[config.mk]
export PLATFORM = sky130hd
export DESIGN_NAME = dport_arbiter
export DESIGN_NICKNAME = d
export VERILOG_FILES = /design/src/rtl/dport_arbiter.sv
export SDC_FILE = /design/constraint.sdc
export NUM_CORES = 1
export LEC_CHECK = 0
export CAP_MARGIN = 20
export CELL_PAD_IN_SITES_DETAIL_PLACEMENT = 0
export CELL_PAD_IN_SITES_GLOBAL_PLACEMENT = 1
export CORE_MARGIN = 10
export CORE_UTILIZATION = 12
export DETAILED_ROUTE_END_ITERATION = 7
export PLACE_DENSITY = 0.77
export SYNTH_ARGS = -nofsm -noshare
export SYNTH_HDL_FRONTEND = slang
export SYNTH_SLANG_ARGS = --single-unit
[constraint.sdc]
create_clock -name clk -period 1.57 [get_ports clk]
set_input_delay 0.2355 -clock clk [delete_from_list [all_inputs] [get_ports clk]]
set_output_delay 0.2355 -clock clk [all_outputs]
set_load 0.02 [all_outputs]
[src/rtl/dport_arbiter.sv]
`default_nettype none
// ============================================================================
// Module   : dport_arbiter
// Purpose  : Round-robin arbiter for the shared memory data port (CPU/HOST),
//            with bounded hold, preemption and a HOST burst lock.
// Revision : 1.0 - initial release
// ============================================================================
module dport_arbiter #(
    parameter int AW       = 16,
    parameter int DW       = 16,
    parameter int MAX_HOLD = 4
) (
    input  logic          clk,
    input  logic          rst,

    input  logic          cpu_req,
    input  logic          cpu_we,
    input  logic [AW-1:0] cpu_addr,
    input  logic [DW-1:0] cpu_wdata,
    output logic          cpu_gnt,
    output logic [DW-1:0] cpu_rdata,
    output logic          cpu_rvalid,
    output logic          cpu_stall,

    input  logic          host_req,
    input  logic          host_we,
    input  logic [AW-1:0] host_addr,
    input  logic [DW-1:0] host_wdata,
    input  logic          host_lock,
    output logic          host_gnt,
    output logic [DW-1:0] host_rdata,
    output logic          host_rvalid,

    output logic [AW-1:0] mem_addr,
    output logic          mem_we,
    output logic [DW-1:0] mem_wdata,
    input  logic [DW-1:0] mem_rdata
);

    typedef enum logic [1:0] {
        ST_IDLE     = 2'd0,
        ST_OWN_CPU  = 2'd1,
        ST_OWN_HOST = 2'd2
    } state_t;

    localparam int             HCW       = (MAX_HOLD > 1) ? $clog2(MAX_HOLD) : 1;
    localparam logic [HCW-1:0] HOLD_LAST = HCW'(MAX_HOLD - 1);
    localparam logic           OWNER_CPU  = 1'b0;
    localparam logic           OWNER_HOST = 1'b1;

    state_t         state_q, state_d;
    logic           last_owner_q, last_owner_d;
    logic [HCW-1:0] hold_cnt_q, hold_cnt_d;
    logic           hold_expired;
    logic           owner_change;

    always_ff @(posedge clk or posedge rst) begin
        if (rst) begin
            state_q      <= ST_IDLE;
            last_owner_q <= OWNER_HOST;
            hold_cnt_q   <= '0;
        end else begin
            state_q      <= state_d;
            last_owner_q <= last_owner_d;
            hold_cnt_q   <= hold_cnt_d;
        end
    end

    assign hold_expired = (hold_cnt_q == HOLD_LAST);

    // A releasing owner hands over directly to a waiting requester, no IDLE bubble.
    always_comb begin
        state_d = state_q;
        unique case (state_q)
            ST_IDLE: begin
                if (cpu_req && host_req) begin
                    state_d = (last_owner_q == OWNER_HOST) ? ST_OWN_CPU : ST_OWN_HOST;
                end else if (cpu_req) begin
                    state_d = ST_OWN_CPU;
                end else if (host_req) begin
                    state_d = ST_OWN_HOST;
                end
            end
            ST_OWN_CPU: begin
                if (!cpu_req) begin
                    state_d = host_req ? ST_OWN_HOST : ST_IDLE;
                end else if (host_req && hold_expired) begin
                    state_d = ST_OWN_HOST;
                end
            end
            ST_OWN_HOST: begin
                if (!host_req) begin
                    state_d = cpu_req ? ST_OWN_CPU : ST_IDLE;
                end else if (cpu_req && !host_lock && hold_expired) begin
                    state_d = ST_OWN_CPU;
                end
            end
            default: state_d = ST_IDLE;
        endcase
    end

    assign owner_change = (state_d != state_q) && (state_d != ST_IDLE);

    always_comb begin
        last_owner_d = last_owner_q;
        hold_cnt_d   = hold_cnt_q;
        if (owner_change) begin
            last_owner_d = (state_d == ST_OWN_HOST) ? OWNER_HOST : OWNER_CPU;
            hold_cnt_d   = '0;
        end else if (state_d == ST_IDLE) begin
            hold_cnt_d   = '0;
        end else if (!hold_expired) begin
            hold_cnt_d   = hold_cnt_q + 1'b1;
        end
    end

    assign cpu_gnt  = (state_q == ST_OWN_CPU);
    assign host_gnt = (state_q == ST_OWN_HOST);

    // Grants decode the asynchronously reset state, so reset kills any write at once.
    always_comb begin
        mem_addr  = '0;
        mem_wdata = '0;
        mem_we    = 1'b0;
        if (cpu_gnt) begin
            mem_addr  = cpu_addr;
            mem_wdata = cpu_wdata;
            mem_we    = cpu_req & cpu_we;
        end else if (host_gnt) begin
            mem_addr  = host_addr;
            mem_wdata = host_wdata;
            mem_we    = host_req & host_we;
        end
    end

    assign cpu_rdata   = mem_rdata;
    assign host_rdata  = mem_rdata;
    assign cpu_rvalid  = cpu_gnt & cpu_req & ~cpu_we;
    assign host_rvalid = host_gnt & host_req & ~host_we;
    assign cpu_stall   = cpu_req & ~cpu_gnt;

endmodule
`default_nettype wire
==> flow_summary_export.csv, run 1 <==
group,metric,value,unit
critical_path,worstSetupStartpointType,"flop",
layout,fin_cells,291,
route,avgViaCountPerCell,3.72,
global_route,grt_max_degree,23,
status,status,"finished, violations left",
cts,ctsRootBufferMaster,"clkbuf_8",
yosys,synth_area_leader_cell,"a22o_1",
yosys,yosys-top-cells-area,"a22o_1 (30%), buf_4 (27%), dfrtp_1 (11%)",
floorplanning,start_util,12.2,%
global_route,grt_usage,6.38,%
yosys,yosysSeqAreaShare,13.6,%
route,ant_nets,0,
cts,cts_sinks,5,
cts,cts_tree,"done",
floorplanning,dieHeight,108,µm
cts,cts_hold_buf,0,
placement,port_buffers,108,
critical_path,path_max_fanout,22,
yosys,synth.distinct_cells,23,
critical_path,cp_slowest_cell,"dfrtp_2",
yosys,synth-seq-cells,5,
route,post_drt_wl_per_cell,14.5,µm
hold_path,hold_class,"in2async",
floorplanning,dieWidth,108,µm
power,power.leakage,0.844,nW
layout,final_net_count,278,
placement,post-place-ws,-319,ps
timing,slew_headroom,78.4,%
critical_path,worstSetupPathType,"reg2out",
timing,fin_crit_sh,101,%
yosys,yosysWarnings,0,
yosys,synth_commonest_cells,"buf_4 (33), a22o_1 (32), buf_6 (6)",
yosys,yosys.area.top_type_share,30.1,%
yosys,syn_nets,195,
cts,post_cts_buffers,0,
floorplanning,io_pins,157,
timing,skew,0.740,ps
critical_path,setup.worst_path.end_class,"primary output",
timing,hold_viol_final,0,
critical_path,crit_arrival,1350,ps
route,totalWireLength,4230,µm
yosys,syn_area_per_cell,8.69,µm²
yosys,synthCells,107,
route,num_vias,1082,
yosys,async_reset_ff_share,100,%
cts,clock_latency,230,ps
global_route,grt_pass1_vias,1102,
timing,worstMarginPinSlew,322,ps
layout,syn_to_final_growth,103,%
layout,drive_gt1_share,30.7,%
global_route,grt_antenna_before_repair,0,
route,drt-pass1-iter-count,4,
floorplanning,die-area,11700,µm²
global_route,gr-total-overflow,0,
route,drtIter0Drc,53,
yosys,synth_most_common_cell,"buf_4",
power,powerDensity,1010,nW/µm²
yosys,synth_ff_type,"dfrtp_1",
placement,dp_hpwl,3670,µm
placement,place.gp.congestion,0.838,
timing,rsz0062_at_grt,"yes",
critical_path,crit_chain,"nor2b_4 -> buf_12 -> a22o_1 -> buf_6",
status,violations,"setup timing",
timing,fin_crit,1590,ps
cts,htreeDepth,1,
floorplanning,core,7650,µm²
cts,numCtsBuffers,3,
placement,dpl.cell_count,287,
timing,fin_ws,-19.9,ps
critical_path,max_stage_delay,430,ps
layout,num_antenna_cells,0,
cts,clockBufferDepth,2,
global_route,grt_pass1_wl,6010,µm
power,ir_drop,0.468,mV
cts,path_clk_slew,40,ps
critical_path,required,1330,ps
power,fin_total_pwr,1.91,mW
job,drv_cap,0,
yosys,synth-edff-count,0,
route,drc,0,
timing,slew_viol_final,0,
yosys,synth_area,930,µm²
timing,setup_viol,19,
floorplanning,rows,32,
timing,fmax,629,MHz
==> power by group <==
part	internal [mW]	switching (mW)	total, mW
registers	0.174	0.0312	0.206
logic	0.740	0.722	1.46
clock network	0.175	0.0693	0.244
==> layout by cell type, fill, tap and decap left out, drive strengths merged, types with 2 or more instances in the layout <==
master	netlist	final
nor2b	5	5
o21ai	3	3
dfrtp	4	4
nor2	3	3
clkbuf	0	4
nand2	4	4
a21o	2	2
buf	40	47
a22o	32	32
clkdlybuf4s50	0	70
inv	2	2
==> cells by family (layout without fill, tap and decap cells) <==
logic type      Yosys count  count (layout)  share of synthesized area [%]
compound gates           41              41                           37.3
xor+xnor                  1               1                          0.942
fa+ha+maj                 1               1                           1.35
buf+inv                  42             124                           36.3
flops                     5               5                           13.6
mux                       1               1                           1.08
simple gates             16              16                           9.42
==> layout make-up <==
class	instances	area, µm²
Clock buffer	4	45.0
Fill cell	831	5760
Inverter	2	7.51
Multi-Input combinational cell	60	490
Sequential cell	5	128
Tap cell	102	128
Timing Repair Buffer	118	1090
==> metal layers <==
layer,global-route usage (%),vias up,part of all wire (%)
met5,0,-,0
met4,1.81,0,0.99
met3,3.27,10,14
met2,10.4,74,47
met1,7.12,470,38
li1,-,528,-
==> path summary, 6_finish.rpt <==
| path | cells past startpoint | startpoint | endpoint | slack (ps) |
|---|---|---|---|---|
| setup / recovery | 4 | state_q[1] | mem_addr[4] | -20 |
| min in group clk | 0 | mem_rdata[13] | host_rdata[13] | 470 |
| hold reg to reg | 1 | last_owner_q | last_owner_q | 510 |
| max in group asynchronous | 2 | rst | last_owner_q | 1120 |
| hold / removal | 2 | rst | state_q[0] | 210 |
| setup reg to reg | 4 | state_q[0] | state_q[1] | 240 |
==> through the flow <==
stage	util (%)	hold WS [ps]	instance area [µm²]	TNS (ps)
after floorplan	-	13.3	930	0
after global placement	25.0	451	1910	-8080
after detailed placement	25.0	449	1910	-8710
after CTS	24.1	215	1840	-564
after global routing	24.6	227	1880	-1850
final	24.6	210	1880	-112
==> registers in the layout, indices dropped and copies added, names as in the netlist <==
name	flops
state_q	2
hold_cnt_q	2
last_owner_q	1
==> timing repair <==
item	CTS	global route
pin swaps	0	4
gates cloned	0	0
endpoints found under the setup margin	38	38
resized for setup	166	20
==> critical path, delay by kind of cell, from the launching register on <==
| family | cells | cell delay [ps] |
|---|---|---|
| AOI/OAI and AO/OA | 1 | 250 |
| buffers and inverters | 2 | 290 |
| DFF | 1 | 430 |
| and+or+nand+nor | 1 | 150 |
Note: power is estimated with default switching activity, not from simulation.
==> inputs of run 2 (changes only) <==
CORE_ASPECT_RATIO = 1.2   (was default)
CTS_CLUSTER_SIZE = 28   (was default)
==> run 2 against run 1 <==
Against the previous run:
- clock power fell by 5%
- critical path depth rose by 1
- clock-buffer cell count did not move
- cell area rose by 7.2%
- sequential share of layout area fell by 0.52 points
- cell count fell by 3.4%
- sequential power fell by 2%
- the run still ends with setup timing left
- non-clock buffer count did not move
- utilization rose by 1.9 points
- routed wire length rose by 7.5%
- hold slack improved by 19 ps
==> flow_summary_export.csv, run 2 (synthesis gave the netlist of run 1 again) <==
group,metric,value,unit
status,status,"finished, violations left",
status,violations,"setup timing",
route,post_drt_wl_per_cell,16.2,µm
cts,clockBufferDepth,2,
global_route,grt_pass1_vias,1137,
critical_path,worstSetupPathType,"reg2out",
layout,num_antenna_cells,0,
placement,dp_hpwl,3510,µm
power,power.leakage,0.880,nW
route,avgViaCountPerCell,3.86,
job,drv_cap,0,
route,dr_wl_met2,2240,µm
critical_path,path_max_fanout,4,
timing,fmax,608,MHz
critical_path,cp_num_buf_inv,3,
power,p_comb_share,79.9,%
cts,numCtsBuffers,3,
floorplanning,io_pins,157,
layout,final_net_count,278,
layout,syn_to_final_growth,117,%
power,sequentialPowerShare,9.3,%
timing,setup_viol,29,
global_route,grt_pass1_wl,6310,µm
timing,whs,230,ps
layout,utilization,26.5,%
hold_path,hold_class,"in2async",
layout,drive_gt1_share,31.2,%
floorplanning,dieWidth,100,µm
timing,fin_ws,-74.4,ps
power,powerDensity,1070,nW/µm²
cts,path_clk_slew,30,ps
route,drt-pass1-iter-count,4,
power,clkPwrFrac,10.8,%
floorplanning,start_util,12.2,%
timing,slew_headroom,81.3,%
layout,final_common_cell,"clkdlybuf4s50_1",
layout,largestRegisters,"hold_cnt_q (2), state_q (2), last_owner_q (1)",
floorplanning,rows,35,
global_route,grt_max_degree,34,
global_route,grt_antenna_before_repair,0,
global_route,grt_usage,6.64,%
layout,layout_common_cells,"clkdlybuf4s50_1 (69), buf_6 (33), a22o_1 (32), buf_4 (8), dfrtp_1 (4)",
placement,dpl.cell_count,274,
cts,cts_hold_buf,0,
critical_path,crit_chain,"nor2b_4 -> buf_12 -> buf_6 -> a32o_2 -> buf_6",
route,met1_length,1740,µm
cts,htreeDepth,1,
timing,hold_viol_final,0,
cts,cts_tree,"done",
floorplanning,die-area,11700,µm²
route,drc,0,
cts,ctsRootBufferMaster,"clkbuf_8",
critical_path,required,1330,ps
layout,fin_cells,281,
critical_path,worstSetupStartpointType,"flop",
critical_path,cp_slowest_cell,"dfrtp_1",
timing,worstMarginPinSlew,280,ps
timing,skew,0.933,ps
global_route,gr-total-overflow,0,
route,ant_nets,0,
critical_path,crit_arrival,1410,ps
timing,rsz0062_at_grt,"yes",
critical_path,cp_top_family,"flip-flops",
critical_path,path_common_cell,"buf_6",
timing,fin_crit,1640,ps
timing,fin_crit_sh,105,%
route,highest_layer,"met3",
power,p_sw,0.872,mW
route,num_vias,1084,
power,swShare,40.4,%
power,ir_drop,0.535,mV
floorplanning,core,7620,µm²
critical_path,setup.worst_path.end_class,"primary output",
route,drtIter0Drc,14,
placement,place.gp.congestion,0.692,
power,intPower,1.29,mW
cts,clock_latency,220,ps
floorplanning,dieHeight,116,µm
route,wl_met3,569,µm
placement,port_buffers,108,
cts,cts_sinks,5,
route,totalWireLength,4550,µm
critical_path,max_stage_delay,410,ps
timing,slew_viol_final,0,
## run 2: final cells by class
cell class	instances	area, µm²
fillers	830	5600
inverters	2	7.51
multi-input cells	60	494
well taps	92	115
clock buffers	4	45.0
flip-flops and latches	5	126
repair buffers	118	1230
## run 2: routing by layer
| metal | vias up | global-route usage, % |
|---|---|---|
| met5 | - | 0 |
| met4 | 0 | 1.23 |
| met3 | 0 | 3.14 |
| met2 | 70 | 11.5 |
| met1 | 485 | 7.28 |
| li1 | 529 | - |
## run 2: power groups by stage
| stage | Sequential, mW | Combinational, mW | Clock, mW |
|---|---|---|---|
| global placement | 0.195 | 1.56 | 0 |
| detailed placement | 0.196 | 1.57 | 0 |
| global route | 0.206 | 1.85 | 0.250 |
| floorplan | 0.198 | 0.950 | 0 |
| CTS | 0.199 | 1.56 | 0.244 |
| finish | 0.201 | 1.72 | 0.233 |
## run 2: final timing paths
kind / to / from / slack [ps] / cells past startpoint
setup / recovery: mem_we / state_q[0] / -70 / 5
hold / removal: state_q[0] / rst / 230 / 2
setup reg to reg: state_q[1] / state_q[0] / 150 / 5
hold reg to reg: last_owner_q / last_owner_q / 500 / 1
max in group asynchronous: last_owner_q / rst / 1090 / 2
min in group clk: state_q[0] / host_req / 450 / 2
## run 2: worst reg2reg max path, delay by kind of cell, from the launching register on
family	cells	cell delay, ps
AOI/OAI and AO/OA	2	440
and+or+nand+nor	1	220
buffers and inverters	2	280
DFF	1	410
## run 2: timing repair
action | 4_1_cts | 5_1_grt
setup endpoints to repair | 38 | 36
endpoints found under the hold margin | 0 | 0
gates resized for setup | 185 | 44
cloned | 1 | 1
pin swaps | 1 | 2
buffers inserted | 2 | 0
## run 2: through the flow
step	setup TNS [ps]	instance area [µm²]	total power, mW	worst slack (ps)
detailed placement	-8910	1880	1.76	-471
finish	-915	2020	2.16	-74.4
floorplan	0	930	1.15	171
CTS	-1660	1880	2.01	-71.3
global placement	-8230	1880	1.76	-467
global route	-3190	2020	2.30	-121
==> inputs of run 3 (changes only) <==
PLACE_DENSITY = default   (was 0.77)
PLACE_DENSITY_LB_ADDON = 0.15   (was default)
==> run 3 against run 2 <==
Against the previous run:
- the run still ends with setup timing left
- clock skew increased by 1.2 ps
- global-route usage increased by 0.45 points
- cell area decreased by 1.8%
- utilization decreased by 0.48 points
- non-clock buffer count decreased by 1
- combinational power decreased by 4%
- hold slack got worse by 8.1 ps
- sequential power increased by 2%
- first-iteration DRC count increased by 71%
- largest power group unchanged
==> flow_summary_export.csv, run 3 (synthesis gave the netlist of run 1 again) <==
group,metric,value,unit
status,status,"finished, violations left",
status,violations,"setup timing",
timing,fin_crit,1590,ps
floorplanning,die-area,11700,µm²
cts,cts_sinks,5,
placement,place.gp.congestion,0.859,
route,drtIter0Drc,24,
power,power.leakage,0.857,nW
job,drv_cap,0,
layout,syn_to_final_growth,113,%
critical_path,crit_chain,"buf_6 -> and3b_2 -> a32o_1 -> buf_4",
cts,cts_hold_buf,0,
layout,final_net_count,277,
timing,slew_headroom,77.6,%
global_route,grt_pass1_wl,6660,µm
layout,final_common_cell,"clkdlybuf4s50_1",
global_route,grt_usage,7.10,%
route,drt-pass1-iter-count,4,
floorplanning,dieHeight,116,µm
critical_path,worstSetupPathType,"reg2out",
floorplanning,dieWidth,100,µm
route,drc,0,
timing,fin_crit_sh,101,%
timing,worstMarginPinSlew,334,ps
route,num_vias,1126,
timing,rsz0062_at_grt,"yes",
global_route,grt_antenna_before_repair,0,
critical_path,cp_slowest_cell,"dfrtp_2",
cts,path_clk_slew,40,ps
route,post_drt_wl_per_cell,16.7,µm
layout,fin_area,1980,µm²
floorplanning,rows,35,
layout,filler_cell_count,830,
floorplanning,start_util,12.2,%
timing,setup_viol,5,
layout,num_antenna_cells,0,
timing,slew_viol_final,0,
timing,setup_tns,-48.6,ps
route,totalWireLength,4680,µm
layout,drive_gt1_share,29.8,%
cts,numCtsBuffers,3,
global_route,grt_max_degree,34,
critical_path,required,1330,ps
layout,utilization,26.0,%
timing,fin_ws,-20.4,ps
critical_path,cp_num_buf_inv,2,
cts,clockBufferDepth,2,
critical_path,setup.worst_path.end_class,"primary output",
floorplanning,io_pins,157,
global_route,grt_pass1_vias,1208,
placement,dpl-instance-area,1890,µm²
timing,hold_viol_final,0,
critical_path,reg2reg_setup_slack,230,ps
critical_path,path_max_fanout,5,
hold_path,hold_class,"in2async",
cts,cts_tree,"done",
layout,regArea,128,µm²
timing,skew,2.14,ps
placement,port_buffers,108,
cts,clock_latency,220,ps
cts,post_cts_buffers,0,
power,ir_drop,0.547,mV
cts,ctsRootBufferMaster,"clkbuf_8",
floorplanning,core,7620,µm²
critical_path,crit_arrival,1350,ps
power,powerDensity,1050,nW/µm²
cts,htreeDepth,1,
placement,dp_hpwl,4080,µm
timing,fmax,629,MHz
route,ant_nets,0,
layout,largestRegisters,"hold_cnt_q (2), state_q (2), last_owner_q (1)",
layout,layout_common_cells,"clkdlybuf4s50_1 (70), buf_6 (34), a22o_1 (32), buf_4 (8), nand2_1 (4)",
cts,cts_resized,207,
critical_path,max_stage_delay,430,ps
critical_path,worstSetupStartpointType,"flop",
critical_path,cp_top_family,"flip-flops",
placement,post-place-ws,-381,ps
global_route,gr-total-overflow,0,
layout,multi_input_area,489,µm²
route,avgViaCountPerCell,4.02,
-- run 3: metrics by stage --
stage                     total power [mW]  cells  hold slack (ps)
after global routing                  2.21    280              246
after floorplan                       1.15    107             13.3
after global placement                1.78    276              457
after CTS                             2.05    280              229
after detailed placement              1.78    276              458
final                                 2.09    280              221
-- run 3: area by class of cell --
type	count	share of cell area, %
sequential	5	6.44
inverter	2	0.379
clock buffer	4	2.27
tap	92	5.80
timing repair buffer	117	60.4
multi-input combinational	60	24.7
-- run 3: report_power, final --
group,switching [mW],internal [mW],total [mW]
sequential,0.0310,0.174,0.205
clock,0.0624,0.174,0.237
combinational,0.761,0.886,1.65
-- run 3: worst register-to-register path: cells and delay by family, from the launching register on --
family	cells	cell delay, ps
AND/OR/NAND/NOR	1	210
AO/OA/AOI/OAI	2	490
buffers and inverters	1	170
flip-flops	1	410
-- run 3: layer usage --
layer | track usage (%) | up-vias | part of all wire [%]
met5 | 0 | - | 0
met4 | 1.60 | 0 | 0.58
met3 | 3.37 | 6 | 12
met2 | 12.2 | 91 | 47
met1 | 7.73 | 502 | 41
li1 | - | 527 | -
-- run 3: final timing paths --
kind / endpoint / cells past startpoint / from
max: mem_we / 4 / state_q[1]
max in group asynchronous: last_owner_q / 2 / rst
min in group clk: cpu_rdata[0] / 0 / mem_rdata[0]
max reg2reg: state_q[1] / 4 / state_q[0]
min reg2reg: last_owner_q / 1 / last_owner_q
min: hold_cnt_q[1] / 2 / rst
